## src/rtl/sc_stream_to_binary_collector.sv

```systemverilog
// Counts ones on NUM_STREAMS stochastic bitstreams over 2**P valid beats, then drains saturated counts one element per beat.
// Latency: last valid beat at cycle t -> element 0 valid at t+1; one element per accepted handshake, no bubbles.
// Backpressure: out_valid/out_data/out_addr held stable while out_ready is low; stream_valid=0 stalls counting.
module sc_stream_to_binary_collector #(
    parameter int NUM_STREAMS      = 16,
    parameter int BINARY_PRECISION = 8,
    parameter int ADDR_WIDTH       = 4
) (
    input  logic                        clk,
    input  logic                        rst,
    input  logic                        start,
    input  logic [NUM_STREAMS-1:0]      stream_in,
    input  logic                        stream_valid,
    output logic                        busy,
    output logic [BINARY_PRECISION-1:0] out_data,
    output logic [ADDR_WIDTH-1:0]       out_addr,
    output logic                        out_valid,
    input  logic                        out_ready,
    output logic                        done
);
    localparam int P  = BINARY_PRECISION;
    localparam int AW = ADDR_WIDTH;

    typedef enum logic [1:0] {S_IDLE, S_COUNT, S_DRAIN, S_FIN} state_t;

    state_t       state;
    logic [P:0]   cnt [NUM_STREAMS];
    logic [P-1:0] beat_cnt;
    logic [P:0]   nxt_sel;

    // A full window of ones reads 2**P, which does not fit in P bits.
    function automatic logic [P-1:0] sat(input logic [P:0] c);
        return c[P] ? {P{1'b1}} : c[P-1:0];
    endfunction

    always_comb begin
        nxt_sel = '0;
        for (int i = 0; i < NUM_STREAMS; i++) begin
            if (i == int'(out_addr) + 1) nxt_sel = cnt[i];
        end
    end

    always_ff @(posedge clk or negedge rst) begin
        if (!rst) begin
            state     <= S_IDLE;
            beat_cnt  <= '0;
            busy      <= 1'b0;
            out_valid <= 1'b0;
            done      <= 1'b0;
            out_data  <= '0;
            out_addr  <= '0;
            for (int i = 0; i < NUM_STREAMS; i++) cnt[i] <= '0;
        end else begin
            done <= 1'b0;
            case (state)
                S_IDLE: begin
                    if (start) begin
                        for (int i = 0; i < NUM_STREAMS; i++) cnt[i] <= '0;
                        beat_cnt <= '0;
                        busy     <= 1'b1;
                        state    <= S_COUNT;
                    end
                end
                S_COUNT: begin
                    if (stream_valid) begin
                        for (int i = 0; i < NUM_STREAMS; i++)
                            cnt[i] <= cnt[i] + (P+1)'(stream_in[i]);
                        beat_cnt <= beat_cnt + P'(1);
                        // Element 0 is loaded from the in-flight final beat so it is valid next cycle.
                        if (&beat_cnt) begin
                            state     <= S_DRAIN;
                            out_valid <= 1'b1;
                            out_addr  <= '0;
                            out_data  <= sat(cnt[0] + (P+1)'(stream_in[0]));
                        end
                    end
                end
                S_DRAIN: begin
                    if (out_ready) begin
                        if (int'(out_addr) == NUM_STREAMS - 1) begin
                            out_valid <= 1'b0;
                            busy      <= 1'b0;
                            done      <= 1'b1;
                            state     <= S_FIN;
                        end else begin
                            out_addr <= out_addr + AW'(1);
                            out_data <= sat(nxt_sel);
                        end
                    end
                end
                S_FIN:   state <= S_IDLE;
                default: state <= S_IDLE;
            endcase
        end
    end
endmodule

```

## config.mk

```make
export PLATFORM = sky130hd
export DESIGN_NAME = sc_stream_to_binary_collector
export DESIGN_NICKNAME = d
export VERILOG_FILES = /design/src/rtl/sc_stream_to_binary_collector.sv
export SDC_FILE = /design/constraint.sdc
export NUM_CORES = 1
export LEC_CHECK = 0
export ABC_CLOCK_PERIOD_IN_PS = 2100
export CAP_MARGIN = 20
export CORE_MARGIN = 4
export CORE_UTILIZATION = 56
export DETAILED_ROUTE_END_ITERATION = 6
export GPL_ROUTABILITY_DRIVEN = 1
export GPL_TIMING_DRIVEN = 0
export PLACE_DENSITY_LB_ADDON = 0.1
export SETUP_SLACK_MARGIN = 0.4
export SYNTH_ARGS = -nofsm -noshare
export SYNTH_HDL_FRONTEND = slang
export SYNTH_SLANG_ARGS = --single-unit
```

## constraint.sdc

```tcl
create_clock -name clk -period 2.1 [get_ports clk]
set_input_delay 0.42 -clock clk [delete_from_list [all_inputs] [get_ports clk]]
set_output_delay 0.42 -clock clk [all_outputs]
set_load 0.01 [all_outputs]
```

* After elaboration in Yosys (flattened, before gate mapping) *
Cells that the tools add are included.

operators by class
  muxes and demuxes = 50
  reductions and logical operators = 11
  eq/ne operators = 25
  $add $sub $neg = 19

operators with widths
  kind                                                              count
  144-bit two-way mux                                               2
  144-bit case mux with 2 select lines                              1
  5-bit by 32-bit == test with 1-bit output (first input constant)  7
  9-bit by 1-bit adder with 9-bit output                            16
  9-bit two-way mux                                                 16
  4-bit by 32-bit == test with 1-bit output (first input constant)  4
  3-bit by 32-bit == test with 1-bit output (first input constant)  2
  8-bit two-way mux                                                 8
  2-bit by 32-bit == test with 1-bit output (first input constant)  1
  32-bit logical NOT                                                1
  8-bit case mux with 2 select lines                                2
  4-bit two-way mux                                                 4
  5-bit AND reduction                                               3
  2-bit inequality test (second input constant)                     6
  2-bit two-way mux                                                 5
  8-bit by 1-bit adder with 8-bit output (second input constant)    1
  1-bit two-way mux                                                 8
  2-bit case mux with 4 select lines                                1
  4-bit case mux with 2 select lines                                1
  8-bit AND reduction                                               1
  2-bit nonzero test                                                3
  4-bit by 1-bit adder with 5-bit output (second input constant)    1
  4-bit by 5-bit == test with 1-bit output (first input constant)   1
  4-bit by 1-bit adder with 4-bit output (second input constant)    1
  other kinds (7)                                                   9

storage, ports and cells
  bits in registers = 169
  input bits = 21
  output and inout bits = 15

* Longest topological paths before layout *
  depth in word-level cells = 22
  mapped depth = 12

* Worst setup path before layout *
No wires, ideal clock.

  path kind = register -> register
  from = register out_addr[0]
  to = register out_data[4]
  slack = -307 ps
  clock period less this slack = 2,407 ps
  buffers on the path = 2
  setup time = 128 ps
  required time = 1,972 ps
  data arrival time = 2,279 ps
  cell stages (with the launch flop) = 11
  cell sequence = dfrtp_1 > ha_1 > buf_6 > a211o_1 > o21a_2 > mux2_4 > buf_6 > o31ai_1 > a211oi_1 > a311oi_1 > a21oi_1

between the ends
  longest elaborated chain between the ends = 22

ends and longest elaborated chain
  element                                 line  source
  start: declaration                      16    output logic [ADDR_WIDTH-1:0] out_addr,
  start signal: assignment                86    out_addr <= out_addr + AW'(1);
  4-bit by 1-bit adder with 5-bit output  39    if (i == int'(out_addr) + 1) nxt_sel = cnt[i];
  32-bit logical NOT                      39
  9-bit two-way mux (16 in series)        39
  8-bit two-way mux                       33    return c[P] ? {P{1'b1}} : c[P-1:0];
  8-bit two-way mux                       80    if (int'(out_addr) == NUM_STREAMS - 1) begin
  8-bit two-way mux                       79    if (out_ready) begin
  8-bit case mux with 2 select lines      55    case (state)
  end signal: assignment                  74    out_data <= sat(cnt[0] + (P+1)'(stream_in[0]));
  end signal: assignment                  87    out_data <= sat(nxt_sel);
  end: declaration                        15    output logic [BINARY_PRECISION-1:0] out_data,

Parallel ways exist; a longest one is shown, timed or not. The select of a mux whose other input is x is not followed.
A chain may end at the register's enable or synchronous reset.

* Final worst setup path *
  from = register out_addr[0]
  to = register out_data[7]

The elaborated chain is that of the path after synthesis.

==> out/qor.yml <==
run_status:
  outcome: "finished, violations left"
  violations: "DRC, setup timing"
synth:
  yosys.area.top_type: "dfrtp_1"
  synth_top_area_share: 0.423
  postSynth.asyncResetShare: 1.00
  synth_nets: 1250
  synth.most_common_cell: "nand2_1"
  ys_ff_latch: 169
  synth_edf_count: 0
  synth-warning-count: 0
  syn_avg_cell_area_um2: 8.42
  synth-seq-area-share: 0.423
  synth_cells: 1188
  synth_cell_types: 60
  synthTopCellsByArea: "dfrtp_1, nand2_1, xor2_1, ha_1, a21oi_1"
  netlist_area_um2: 10000
  netlist_top_cells_count: "nand2_1, dfrtp_1, nor2_1"
  synthFlopType: "dfrtp_1"
setup_path:
  critical_path_arrival_ns: 3.15
  critPathMostFrequentCell: "buf_6"
  rrSetupSlack_ns: -0.73
  reg2reg_from: "out_addr[0]"
  rr_endpoint: "out_data[7]"
  cp.depth: 11
  slowest_delay_ns: 0.55
  worst_ep_required_time_ns: 2.42
  startpoint_type: "register"
  endpoint: "out_data[7]"
  path_max_fanout: 8
  crit_buf_inv: 2
  cp_cell_sequence: "ha_4, buf_6, nand2b_4, o21a_4, buf_6, mux2i_4, nand2_1, a222oi_1, nor3_1, a311oi_1, o21ai_1"
  crit_start: "out_addr[0]"
  crit_family: "compound AO/OA/AOI/OAI gates"
  critPathCaptureType: "register"
  path_class: "register to register"
  r2r_cells: 11
  cp_slowest_cell: "a222oi_1"
floorplanning:
  rows: 48
  io_pins: 36
  coreArea_um2: 17400
  dieHeight_um: 142
  die_w_um: 142
  initial_utilization: 0.574
  die_area_um2: 20100
clocking:
  cts.sinks: 169
  cts_root_buffer: "clkbuf_16"
  clock_latency_ns: 0.45
  htreeDepth: 4
  clockBufferDepth: 2
  cts.clk_slew.worst_paths_ns: 0.08
  cts_tree: "yes"
  cts_buffers: 17
power:
  seq_power_share: 0.205
  switching_share: 0.448
  p_total_mw: 20.0
  powerDensity_nw_per_um2: 1440
  leakage_nw: 6.30
  net-switching-power_mw: 8.97
  peakVddDrop_uv: 892
  p_int_mw: 11.0
  clkPwrFrac: 0.177
  power_frac_comb: 0.618
sta:
  whs_ns: 0.526
  relSlewSlack: 0.452
  fin_ws_ns: -0.734
  grt_setup_unrepaired: "true"
  final-hold-violation-count: 0
  setup_viol: 145
  finalCritPeriodShare: 1.35
  fmax_mhz: 353
  finClkSkew_ns: 0.0162
  slew_violations: 0
  tightest_slew_ns: 0.822
  period_needed_ns: 2.83
route:
  wire_per_inst_um: 23.9
  wl_um: 37800
  firstDrtPassIters: 7
  final_antenna_net_count: 0
  route.detailed.drc: 1
  viasPerCell: 6.63
  via_count: 10500
  drt-initial-drc-count: 1449
layout:
  stdcell_area_um2: 13900
  layout-drive-gt1-share: 0.302
  area_growth_pct: 38.8
  final_nets: 1407
  antenna-diode-count: 0
  final_util: 0.797
worst_hold_path:
  hold_class: "register to register"
global_routing:
  overflow: 0
  antenna_found_initial: 0
  grt_use_total: 0.362
  grt_pass1_wl_um: 55800
  first_global_vias: 9943
  grt_max_degree: 89
placed_design:
  hpwl_um: 23200
  gp_congestion: 1.01
  place_area_um2: 11100
  portBuffers: 35
job:
  drv_cap: 0
kinds of logic (layout without fill, tap and decap cells):
logic type / after synthesis / in the layout / synth area share
buffers and inverters: 106 / 276 / 0.0431
DFF: 169 / 169 / 0.423
AOI/OAI and AO/OA: 275 / 275 / 0.168
and+or+nand+nor: 502 / 502 / 0.230
muxes: 7 / 7 / 0.00800
adders and majority gates: 41 / 41 / 0.0513
xor gates and xnor gates: 88 / 88 / 0.0770
worst min path at each step:
stage                start           to  slack, ns  cells after the start
2_1_floorplan          rst  beat_cnt[0]       0.12                      0
3_3_place_gp   beat_cnt[1]  beat_cnt[1]       0.49                      2
3_5_place_dp           rst     cnt[122]       0.46                      1
4_1_cts           cnt[143]     cnt[143]       0.51                      1
5_1_grt           cnt[143]     cnt[143]       0.54                      1
6_report           cnt[90]      cnt[90]       0.53                      2
layer usage:
layer,global-route usage,up-vias,part of all wire
li1,-,4506,-
met1,0.471,5064,0.36
met2,0.571,707,0.46
met3,0.0836,220,0.11
met4,0.177,0,0.066
met5,0,-,0
sequential cells by signal (all words and copies together), names as in the netlist:
signal / flops
cnt: 144
beat_cnt: 8
out_data: 8
out_addr: 4
state: 2
busy: 1
done: 1
out_valid: 1
repair_timing:
| item | 4_1_cts | 5_1_grt |
|---|---|---|
| endpoints found under the setup margin | 180 | 170 |
| resized for setup | 220 | 132 |
| hold buffers | 1 | 0 |
| pin swaps | 73 | 80 |
| setup buffers | 62 | 32 |
| endpoints found under the hold margin | 1 | 0 |
| cloned | 7 | 0 |
tightest hold or removal path, delay by kind of cell (launching register included):
kind,cells,cell delay [ns]
flip-flops,1,0.38
AND/OR/NAND/NOR,2,0.12
per-stage QoR:
step / setup WS, ns / cells / TNS [ns]
3_5_place_dp: -1.30 / 1449 / -101.99
2_1_floorplan: -0.220 / 1188 / -1.19
5_1_grt: -0.726 / 1583 / -34.02
4_1_cts: -0.601 / 1551 / -9.66
3_3_place_gp: -7.21 / 1448 / -1207.44
6_report: -0.734 / 1583 / -24.32
final cells by class:
class | count | area [um^2]
Tap cell | 225 | 282
Sequential cell | 169 | 4230
Inverter | 39 | 146
Clock buffer | 18 | 429
Timing Repair Buffer | 138 | 1480
Clock inverter | 14 | 209
Buffer | 67 | 662
Multi-Input combinational cell | 913 | 6450
Fill cell | 1069 | 3530
cell usage in the layout, fill, tap and decap left out, types with 26 or more instances in the layout:
master	synthesis	layout
ha_1	41	35
inv_1	38	34
o21ai_0	86	59
nor2_1	125	116
or3_1	33	29
nand4_1	46	46
nand3_2	0	29
buf_4	0	62
xor2_1	70	66
clkbuf_16	0	26
buf_6	2	39
nand2_1	187	128
a21oi_1	94	75
dfrtp_1	169	166
nand2_2	0	35
power groups by stage:
stage                     registers [mW]  logic, mW  clock network (mW)
final                               4.10       12.4                3.55
after CTS                           4.06       10.5                3.52
after detailed placement            4.13       7.33                   0
after global routing                4.12       12.7                3.68
after floorplan                     4.01       4.69                   0
after global placement              4.12       7.29                   0
No activity file was read; power rests on OpenSTA's default activity.
